`src/rtl/fnd_scan_rx.sv`:
```
// Receive side of a multiplexed 7-segment scan bus: settles each digit dwell,
// decodes it back to BCD and publishes complete six-digit frames plus a 0..59 value.
module fnd_scan_rx #(
   parameter int SETTLE_CYC  = 16,
   parameter int TIMEOUT_CYC = 1000000
) (
   input  logic        clk,
   input  logic        rst_n,
   input  logic [6:0]  i_seg,
   input  logic        i_seg_dp,
   input  logic [5:0]  i_seg_enb,
   output logic [23:0] o_digits,
   output logic [5:0]  o_dp,
   output logic [5:0]  o_blank,
   output logic [5:0]  o_err_seg,
   output logic [5:0]  o_value,
   output logic        o_frame_valid,
   output logic        o_err_enb,
   output logic        o_stall
);
   localparam int SW = $clog2(SETTLE_CYC + 1);
   localparam int TW = $clog2(TIMEOUT_CYC + 1);
   localparam logic [SW-1:0] SETTLE_HIT = SW'(SETTLE_CYC - 1);
   localparam logic [SW-1:0] SETTLE_MAX = SW'(SETTLE_CYC);
   localparam logic [TW-1:0] TMO_HIT    = TW'(TIMEOUT_CYC - 1);
   localparam logic [TW-1:0] TMO_MAX    = TW'(TIMEOUT_CYC);

   function automatic logic [3:0] seg_decode(input logic [6:0] s);
      case (s)
         7'b1111110: seg_decode = 4'd0;
         7'b0110000: seg_decode = 4'd1;
         7'b1101101: seg_decode = 4'd2;
         7'b1111001: seg_decode = 4'd3;
         7'b0110011: seg_decode = 4'd4;
         7'b1011011: seg_decode = 4'd5;
         7'b1011111: seg_decode = 4'd6;
         7'b1110000: seg_decode = 4'd7;
         7'b1111111: seg_decode = 4'd8;
         7'b1110011: seg_decode = 4'd9;
         7'b0000000: seg_decode = 4'hF;
         default:    seg_decode = 4'hE;
      endcase
   endfunction

   logic [6:0]       r_seg, p_seg;
   logic             r_dp, p_dp;
   logic [5:0]       r_enb, p_enb;
   logic [SW-1:0]    settle_cnt;
   logic [TW-1:0]    tmo_cnt;
   logic             arm;
   logic [5:0]       collect, collect_nxt;
   logic [5:0][3:0]  sh_dig;
   logic [5:0]       sh_dp;

   logic             same, enb_change, settle_hit, capture, multi_low;
   logic             frame_done, timeout_hit;
   logic [5:0]       enb_low, sh_blank, sh_err;
   logic [3:0]       cap_dig;
   logic [5:0]       val_calc;

   // Inputs are registered once, then delayed once more so a sample can be compared
   // with its predecessor for settling and enable-change detection.
   always_ff @(posedge clk or negedge rst_n) begin
      if (!rst_n) begin
         r_seg <= '0;
         r_dp  <= 1'b0;
         r_enb <= '0;
         p_seg <= '0;
         p_dp  <= 1'b0;
         p_enb <= '0;
      end else begin
         r_seg <= i_seg;
         r_dp  <= i_seg_dp;
         r_enb <= i_seg_enb;
         p_seg <= r_seg;
         p_dp  <= r_dp;
         p_enb <= r_enb;
      end
   end

   always_comb begin
      same        = ({r_enb, r_seg, r_dp} == {p_enb, p_seg, p_dp});
      enb_change  = (r_enb != p_enb);
      enb_low     = ~r_enb;
      settle_hit  = same && arm && (settle_cnt == SETTLE_HIT);
      capture     = settle_hit && $onehot(enb_low);
      multi_low   = settle_hit && (enb_low != 6'b0) && !$onehot(enb_low);
      cap_dig     = seg_decode(r_seg);
      frame_done  = (collect == 6'b111111);
      timeout_hit = !enb_change && (tmo_cnt == TMO_HIT);
      // Clearing the completed or stalled frame only drops old bits; a capture in the
      // same cycle still lands in the fresh mask.
      collect_nxt = collect;
      if (frame_done || timeout_hit) collect_nxt = 6'b0;
      if (capture) collect_nxt = collect_nxt | enb_low;
   end

   always_comb begin
      sh_blank = '0;
      sh_err   = '0;
      for (int k = 0; k < 6; k++) begin
         sh_blank[k] = (sh_dig[k] == 4'hF);
         sh_err[k]   = (sh_dig[k] == 4'hE);
      end
      val_calc = 6'd63;
      if (sh_dig[1] <= 4'd5 && sh_dig[0] <= 4'd9)
         val_calc = {2'b00, sh_dig[1]} * 6'd10 + {2'b00, sh_dig[0]};
   end

   always_ff @(posedge clk or negedge rst_n) begin
      if (!rst_n) begin
         settle_cnt <= '0;
         tmo_cnt    <= '0;
         arm        <= 1'b1;
         collect    <= '0;
         sh_dig     <= '0;
         sh_dp      <= '0;
      end else begin
         if (!same) settle_cnt <= '0;
         else if (settle_cnt != SETTLE_MAX) settle_cnt <= settle_cnt + 1'b1;

         if (enb_change) tmo_cnt <= '0;
         else if (tmo_cnt != TMO_MAX) tmo_cnt <= tmo_cnt + 1'b1;

         if (enb_change) arm <= 1'b1;
         else if (settle_hit) arm <= 1'b0;

         collect <= collect_nxt;
         for (int k = 0; k < 6; k++) begin
            if (capture && enb_low[k]) begin
               sh_dig[k] <= cap_dig;
               sh_dp[k]  <= r_dp;
            end
         end
      end
   end

   // Frame outputs hold between completions; a stall never touches them.
   always_ff @(posedge clk or negedge rst_n) begin
      if (!rst_n) begin
         o_digits      <= '0;
         o_dp          <= '0;
         o_blank       <= '0;
         o_err_seg     <= '0;
         o_value       <= '0;
         o_frame_valid <= 1'b0;
         o_err_enb     <= 1'b0;
         o_stall       <= 1'b0;
      end else begin
         o_frame_valid <= frame_done;
         o_err_enb     <= multi_low;
         if (frame_done) begin
            o_digits  <= sh_dig;
            o_dp      <= sh_dp;
            o_blank   <= sh_blank;
            o_err_seg <= sh_err;
            o_value   <= val_calc;
         end
         if (enb_change) o_stall <= 1'b0;
         else if (timeout_hit) o_stall <= 1'b1;
      end
   end
endmodule

```
`config.mk`:
```
export PLATFORM = sky130hd
export DESIGN_NAME = fnd_scan_rx
export DESIGN_NICKNAME = d
export VERILOG_FILES = /design/src/rtl/fnd_scan_rx.sv
export SDC_FILE = /design/constraint.sdc
export NUM_CORES = 1
export LEC_CHECK = 0
export CAP_MARGIN = 20
export CORE_MARGIN = 4
export CORE_UTILIZATION = 51
export CTS_CLUSTER_DIAMETER = 80
export CTS_CLUSTER_SIZE = 14
export DETAILED_ROUTE_END_ITERATION = 10
export DONT_BUFFER_PORTS = 1
export GPL_TIMING_DRIVEN = 0
export PLACE_DENSITY = 0.69
export SYNTH_ARGS = -nofsm -noshare
export SYNTH_HDL_FRONTEND = slang
export SYNTH_SLANG_ARGS = --single-unit
```
`constraint.sdc`:
```
create_clock -name clk -period 3.59 [get_ports clk]
set_input_delay 0.718 -clock clk [delete_from_list [all_inputs] [get_ports clk]]
set_output_delay 0.718 -clock clk [all_outputs]
set_load 0.005 [all_outputs]
```
==> results of run 1 <==
[cell families (layout without fill, tap and decap cells)]
kind of cell,after synthesis,count (layout),share of synthesized area
simple gates,230,230,0.186
xor+xnor,43,43,0.0619
compound gates,48,48,0.0489
flops,141,141,0.580
fa+ha+maj,17,17,0.0399
mux,32,32,0.0588
buf+inv,38,79,0.0249
[power by group]
group,switching [mW],internal (mW)
logic,0.0466,0.0331
clock network,0.645,1.16
registers,0.0128,1.61
total,0.705,2.80
[cell usage in the layout, fill, tap and decap left out, types with 8 or more instances in the layout]
| cell type | Yosys | routed |
|---|---|---|
| dfrtp_1 | 140 | 137 |
| nand2_1 | 117 | 117 |
| nor2_1 | 36 | 36 |
| xor2_1 | 30 | 30 |
| nand3_1 | 19 | 18 |
| mux2_2 | 18 | 18 |
| clkbuf_16 | 0 | 17 |
| inv_1 | 16 | 16 |
| clkbuf_1 | 13 | 14 |
| o21ai_0 | 14 | 14 |
| xnor2_1 | 13 | 13 |
| ha_1 | 13 | 13 |
| nand4_1 | 12 | 12 |
| mux2_1 | 12 | 12 |
| a21oi_1 | 11 | 11 |
| and3_1 | 8 | 8 |
| a21o_1 | 8 | 8 |
[through the flow]
stage | power (mW) | cell area (sq um) | util | std cells | setup TNS (ns)
5_1_grt | 3.64 | 7010 | 0.606 | 733 | 0
4_1_cts | 3.54 | 6960 | 0.602 | 729 | 0
3_3_place_gp | 1.71 | 6260 | 0.542 | 692 | -7.20
3_5_place_dp | 1.72 | 6260 | 0.542 | 692 | -9.67
6_report | 3.51 | 7010 | 0.606 | 733 | 0
2_1_floorplan | 1.70 | 6090 | - | 549 | 0
[repair_timing]
item                                   4_1_cts  5_1_grt
buffers inserted                             6        4
pin swaps                                    6        1
gates resized for setup                      4        6
setup endpoints to repair                   34       30
endpoints found under the hold margin      140      140
cloned                                       0        0
[synth_stat cells, drive strengths merged (3+ instances only)]
cell type,instances,share of area
nor4,7,0.010
and3,8,0.0082
dfrtp,140,0.58
o31ai,7,0.0086
nand4,12,0.012
clkbuf,13,0.0080
and2,3,0.0031
xor2,30,0.043
mux2,30,0.056
nand2,117,0.072
fa,4,0.013
nor3,11,0.019
nor2,36,0.022
buf,8,0.0064
inv,17,0.010
nand3,19,0.016
xnor2,13,0.019
a21oi,11,0.0090
o21ai,15,0.012
a21o,8,0.0099
ha,13,0.027
[area by class of cell]
cell class / count / area share
flip-flops and latches: 141 / 0.504
clock buffers: 22 / 0.0691
repair buffers: 10 / 0.0141
plain buffers: 21 / 0.0125
well taps: 143 / 0.0255
clock inverters: 9 / 0.0191
inverters: 17 / 0.00911
multi-input cells: 370 / 0.346
[worst register-to-register path: stages, from the launching register on]
cell     delay, ns
dfrtp_2       0.41
fa_1          0.53
inv_1         0.05
fa_1          0.43
ha_1          0.21
fa_1          0.46
nor3b_2       0.25
nand3_2       0.10
buf_6         0.17
nor3_4        0.20
buf_12        0.15
mux2_2        0.33
[per-layer routing]
| layer | vias up | global-route usage | part of all wire |
|---|---|---|---|
| met5 | - | 0 | 0 |
| met4 | 0 | 0.0856 | 0.023 |
| met3 | 25 | 0.0602 | 0.064 |
| met2 | 100 | 0.293 | 0.48 |
| met1 | 1934 | 0.233 | 0.43 |
| li1 | 1905 | - | - |
[path summary, 6_finish.rpt]
path	startpoint	end	slack [ns]	cells past startpoint
min in group clk	i_seg_enb[1]	r_enb[1]	0.33	0
min	rst_n	o_value[4]	-0.005	0
min reg2reg	r_seg[3]	p_seg[3]	0.37	0
max	r_enb[0]	sh_dig[15]	0.19	11
max in group asynchronous	rst_n	arm	3.36	0
max reg2reg	r_enb[0]	sh_dig[15]	0.19	11
[state kept, by name, indices dropped and copies added, names as in the netlist, 7 cells and up]
signal    cells
tmo_cnt      20
r_seg         7
p_seg         7
o_digits     24
sh_dig       24
==> out/qor.csv, run 1 <==
stage,metric,value,unit
setup_path,crit_top_cell,fa_1,
logic_synthesis,ys_async_sr_fraction,1.00,
clock_network,cts_sinks,141,
setup_path,critPathKind,flop to flop,
logic_synthesis,synth_area,6090,sq um
setup_path,cp.required,3.89,ns
pwr,p_per_area,500,nW/um^2
logic_synthesis,syn_area_per_cell,11.1,sq um
die,pin_count,67,
clock_network,cts_tree,done,
setup_path,path_buf_inv,3,
detailed_routing,avgRoutedWirePerCell,15.6,microns
place,place_congestion,0.794,
sta,skew,0.00590,ns
logic_synthesis,synth_seq_cells,141,
grt,grt_max_degree,142,
clock_network,clock_path_buffers,2,
detailed_routing,dr.pass1.iters,4,
grt,gr-total-overflow,0,
finish,n_fill_cell,937,
status,status,"finished, violations left",
finish,diodes,0,
sta,layout_worst_path_cycle_share,0.946,
setup_path,critPathArrivalTime,3.70,ns
sta,worst_slack,0.193,ns
clock_network,cts_root_buf,clkbuf_16,
sta,layout_min_cycle_time,3.40,ns
die,die_w,117,microns
grt,antenna_found_initial,0,
logic_synthesis,syn_nets,582,
sta,max_freq,0.294,GHz
setup_path,critPathMaxStageDelay,0.53,ns
logic_synthesis,yosysWarningCount,0,
logic_synthesis,ys_seq_area_frac,0.580,
setup_path,critPathLaunchType,flop,
sta,max-slew-margin-rel,0.324,
logic_synthesis,synth_cell_types,48,
place,dp_slack,-0.416,ns
worst_hold_path,hp-class,primary input to async pin,
finish,multi_input_area,2430,sq um
grt,grt_pass1_wl,19600,microns
detailed_routing,drc,0,
setup_path,crit_family,adder cells,
finish,fin_nets,611,
logic_synthesis,synth_edf_count,0,
pwr,power.leakage,3.39,nW
clock_network,clk_pin_slew,0.06,ns
grt,first_global_vias,3999,
setup_path,cp_max_fo,6,
clock_network,insertion_delay,0.42,ns
sta,slew_violations,0,
clock_network,htree_levels,4,
setup_path,crit_slowest_cell,fa_1,
place,port_buffers,0,
sta,hold_viol_final,4,
detailed_routing,num_vias,3964,
logic_synthesis,synth-main-ff-cell,dfrtp_1,
grt,grtUsageTotal,0.186,
setup_path,worstSetupEndpointType,flop,
clock_network,cts_buffers,17,
detailed_routing,drtAntennaViolNets,0,
flow_run,maxCapViolCount,0,
die,die_area,13700,sq um
setup_path,path_cells,fa_1 > inv_1 > fa_1 > ha_1 > fa_1 > nor3b_2 > nand3_2 > buf_6 > nor3_4 > buf_12 > mux2_2,
die,coreArea,11600,sq um
place,dp_hpwl,7810,microns
finish,seq_area,3530,sq um
pwr,peakVddDrop,0.000262,V
die,rows,39,
logic_synthesis,synth_cells,549,
sta,rsz0062_at_grt,no,
detailed_routing,vias_per_cell,5.41,
die,die_y,117,microns
sta,tightest_slew,1.00,ns
status,violations,hold timing,
detailed_routing,finalWirelength,11400,microns
sta,setup_viol,0,
die,initial_core_util,0.526,
sta,whs,-0.00537,ns
finish,layout-drive-gt1-share,0.137,
finish,area_growth,15.2,%
detailed_routing,drt_iter0_drc,249,
Power figures use the tool's default switching activity.
==> run 2, diff against run 1 <==
--- a/config.mk
+++ b/config.mk
@@ -7,13 +7,12 @@
 export LEC_CHECK = 0
 export CAP_MARGIN = 20
 export CORE_MARGIN = 4
-export CORE_UTILIZATION = 51
+export CORE_UTILIZATION = 57
 export CTS_CLUSTER_DIAMETER = 80
 export CTS_CLUSTER_SIZE = 14
 export DETAILED_ROUTE_END_ITERATION = 10
 export DONT_BUFFER_PORTS = 1
-export GPL_TIMING_DRIVEN = 0
-export PLACE_DENSITY = 0.69
+export PLACE_DENSITY = 0.75
 export SYNTH_ARGS = -nofsm -noshare
 export SYNTH_HDL_FRONTEND = slang
 export SYNTH_SLANG_ARGS = --single-unit
==> run 2 against run 1 <==
- the flow still finishes with violations (hold timing)
- clock-buffer cell count is 4 lower
- via count is 1.4% lower
- die area is 9.8% lower
- total power is 1.5% lower
- critical path depth is 1 lower
- non-clock buffer count is 23 lower
- clock power is 3% lower
- largest cell class unchanged
==> out/qor.csv, run 2 (synthesis gave the netlist of run 1 again) <==
stage,metric,value,unit,change
place,place_congestion,0.779,,-1.9%
finish,area_growth,12.2,%,
setup_path,crit_family,adder cells,,
pwr,peakVddDrop,0.000346,V,+32%
sta,worst_slack,0.173,ns,-0.0205 ns
sta,max-slew-margin-rel,0.283,,-0.0411
setup_path,cp_max_fo,6,,unchanged
die,die_w,111,microns,-5.0%
finish,most-common-layout-cells,"140 x dfrtp_1, 117 x nand2_1, 36 x nor2_1, 30 x xor2_1, 19 x nand3_1",,
worst_hold_path,hp-class,primary input to async pin,,
die,rows,37,,-5.1%
die,initial_core_util,0.587,,+0.0606
finish,top_regs,"o_digits (24), sh_dig (24), tmo_cnt (20)",,
setup_path,crit_slowest_cell,fa_1,,
sta,tightest_slew,1.06,ns,+0.0610 ns
pwr,power.switching,0.706,mW,+0.12%
finish,final_common_cell,dfrtp_1,,
pwr,p_per_area,506,nW/um^2,+1.1%
finish,utilization,0.659,,+0.0526
clock_network,insertion_delay,0.53,ns,+0.11 ns
pwr,power,3.46,mW,-1.5%
flow_run,maxCapViolCount,0,,unchanged
setup_path,cp.required,4.00,ns,+0.11 ns
detailed_routing,drtAntennaViolNets,0,,unchanged
grt,grtUsageTotal,0.197,,+0.0111
pwr,power_frac_seq,0.471,,+0.009
clock_network,cts_sinks,141,,unchanged
sta,hold_viol_final,140,,+136
setup_path,path_buf_inv,2,,-1
detailed_routing,dr.pass1.iters,4,,unchanged
detailed_routing,num_vias,3909,,-1.4%
finish,fin_nets,588,,-3.8%
grt,grt_pass1_wl,19500,microns,-0.25%
setup_path,path_cells,fa_1 > inv_1 > fa_1 > ha_1 > fa_1 > nor3b_1 > nand3_1 > buf_4 > nor3_4 > mux2_2,,
sta,rsz0062_at_grt,yes,,
grt,gr-total-overflow,0,,unchanged
status,status,"finished, violations left",,
sta,skew,0.0126,ns,+0.00671 ns
pwr,internal-power,2.75,mW,-1.9%
place,dp_cells,672,,-2.9%
pwr,power.leakage,3.32,nW,-2.0%
pwr,p_comb_frac,0.018,,-0.005
clock_network,htree_levels,4,,unchanged
setup_path,worstSetupEndpointType,flop,,
clock_network,cts_tree,done,,
sta,layout_worst_path_cycle_share,0.952,,+0.00570
sta,whs,-0.120,ns,-0.115 ns
die,die_y,111,microns,-5.0%
sta,slew_violations,0,,unchanged
die,die_area,12400,sq um,-9.8%
clock_network,clk_pin_slew,0.06,ns,about the same
sta,max_freq,0.293,GHz,-0.60%
setup_path,critPathKind,flop to flop,,
sta,setup_viol,0,,unchanged
grt,antenna_found_initial,1,,+1
clock_network,postCtsSetupRepairBufs,0,,-6
detailed_routing,vias_per_cell,5.56,,+2.8%
finish,layout-drive-gt1-share,0.122,,-0.0154
die,pin_count,67,,unchanged
place,dp_slack,0.0539,ns,+0.469 ns
grt,first_global_vias,3913,,-2.2%
finish,final_cells,703,,-4.1%
clock_network,cts_root_buf,clkbuf_8,,
place,port_buffers,0,,unchanged
pwr,switching_share,0.204,,+0.00327
clock_network,clock_path_buffers,2,,unchanged
place,place_area,6230,sq um,-0.56%
finish,design_area,6830,sq um,-2.6%
clock_network,cts_buffers,17,,unchanged
detailed_routing,avgRoutedWirePerCell,16.3,microns,+4.5%
setup_path,critPathMaxStageDelay,0.54,ns,about the same
detailed_routing,drt_iter0_drc,260,,+4.4%
setup_path,critPathArrivalTime,3.83,ns,+0.13 ns
die,coreArea,10400,sq um,-10%
status,violations,hold timing,,
setup_path,crit_top_cell,fa_1,,
grt,grt_max_degree,142,,unchanged
setup_path,critPathLaunchType,flop,,
place,dp_hpwl,7620,microns,-2.4%
detailed_routing,finalWirelength,11500,microns,+0.25%
sta,layout_min_cycle_time,3.42,ns,+0.0205 ns
pwr,clkPwrFrac,0.511,,-0.004
sta,setup_tns,0,ns,unchanged
detailed_routing,drc,0,,unchanged
-- run 2: cell count changes in the layout (fill, tap and decap cells not counted), sizes merged --
cell / delta
clkbuf: -17
buf: -10
clkinv: +5
clkinvlp: -2
bufinv: +1
diode: +1
inv: -1
-- run 2: metal layers --
layer,up-vias,wire (microns),track usage
met4,0,180,0.0706
met1,1949,5280,0.267
met3,14,636,0.0636
met2,89,5370,0.300
met5,-,0,0
li1,1857,-,-
-- run 2: repair_timing --
| action | in CTS | in global routing |
|---|---|---|
| endpoints found under the setup margin | 0 | 5 |
| endpoints found under the hold margin | 140 | 140 |
| resized for setup | 0 | 1 |
-- run 2: worst reg2reg max path, stage by stage, from the launching register on --
cell and delay, ns:
dfrtp_1 0.40, fa_1 0.54, inv_1 0.05, fa_1 0.44
ha_1 0.21, fa_1 0.43, nor3b_1 0.27, nand3_1 0.11
buf_4 0.19, nor3_4 0.29, mux2_2 0.38
-- run 2: area by class of cell --
cell class                 instances  area [sq um]
fill                             775          3540
clock buffer                      18           418
antenna                            1          2.50
sequential                       141          3530
tap                              136           170
inverter                          17          63.8
timing repair buffer               8          60.1
multi-input combinational        370          2410
clock inverter                    12           173
-- run 2: path summary, 6_finish.rpt --
path	start	endpoint	slack [ns]	cells past startpoint
worst max-delay path	r_enb[0]	sh_dig[10]	0.17	10
worst min-delay path	rst_n	o_value[0]	-0.12	0
worst max register to register	r_enb[0]	sh_dig[10]	0.17	10
worst min register to register	sh_dp[0]	o_dp[0]	0.46	2
max in group asynchronous	rst_n	arm	3.49	0
min in group clk	i_seg_enb[3]	r_enb[3]	0.21	0
-- run 2: power by group through the flow --
stage | Sequential, mW | Clock, mW | Combinational [mW]
2_1_floorplan | 1.65 | 0 | 0.0545
3_3_place_gp | 1.66 | 0 | 0.0588
3_5_place_dp | 1.66 | 0 | 0.0623
4_1_cts | 1.63 | 1.80 | 0.0626
5_1_grt | 1.63 | 1.87 | 0.0695
6_report | 1.63 | 1.76 | 0.0621
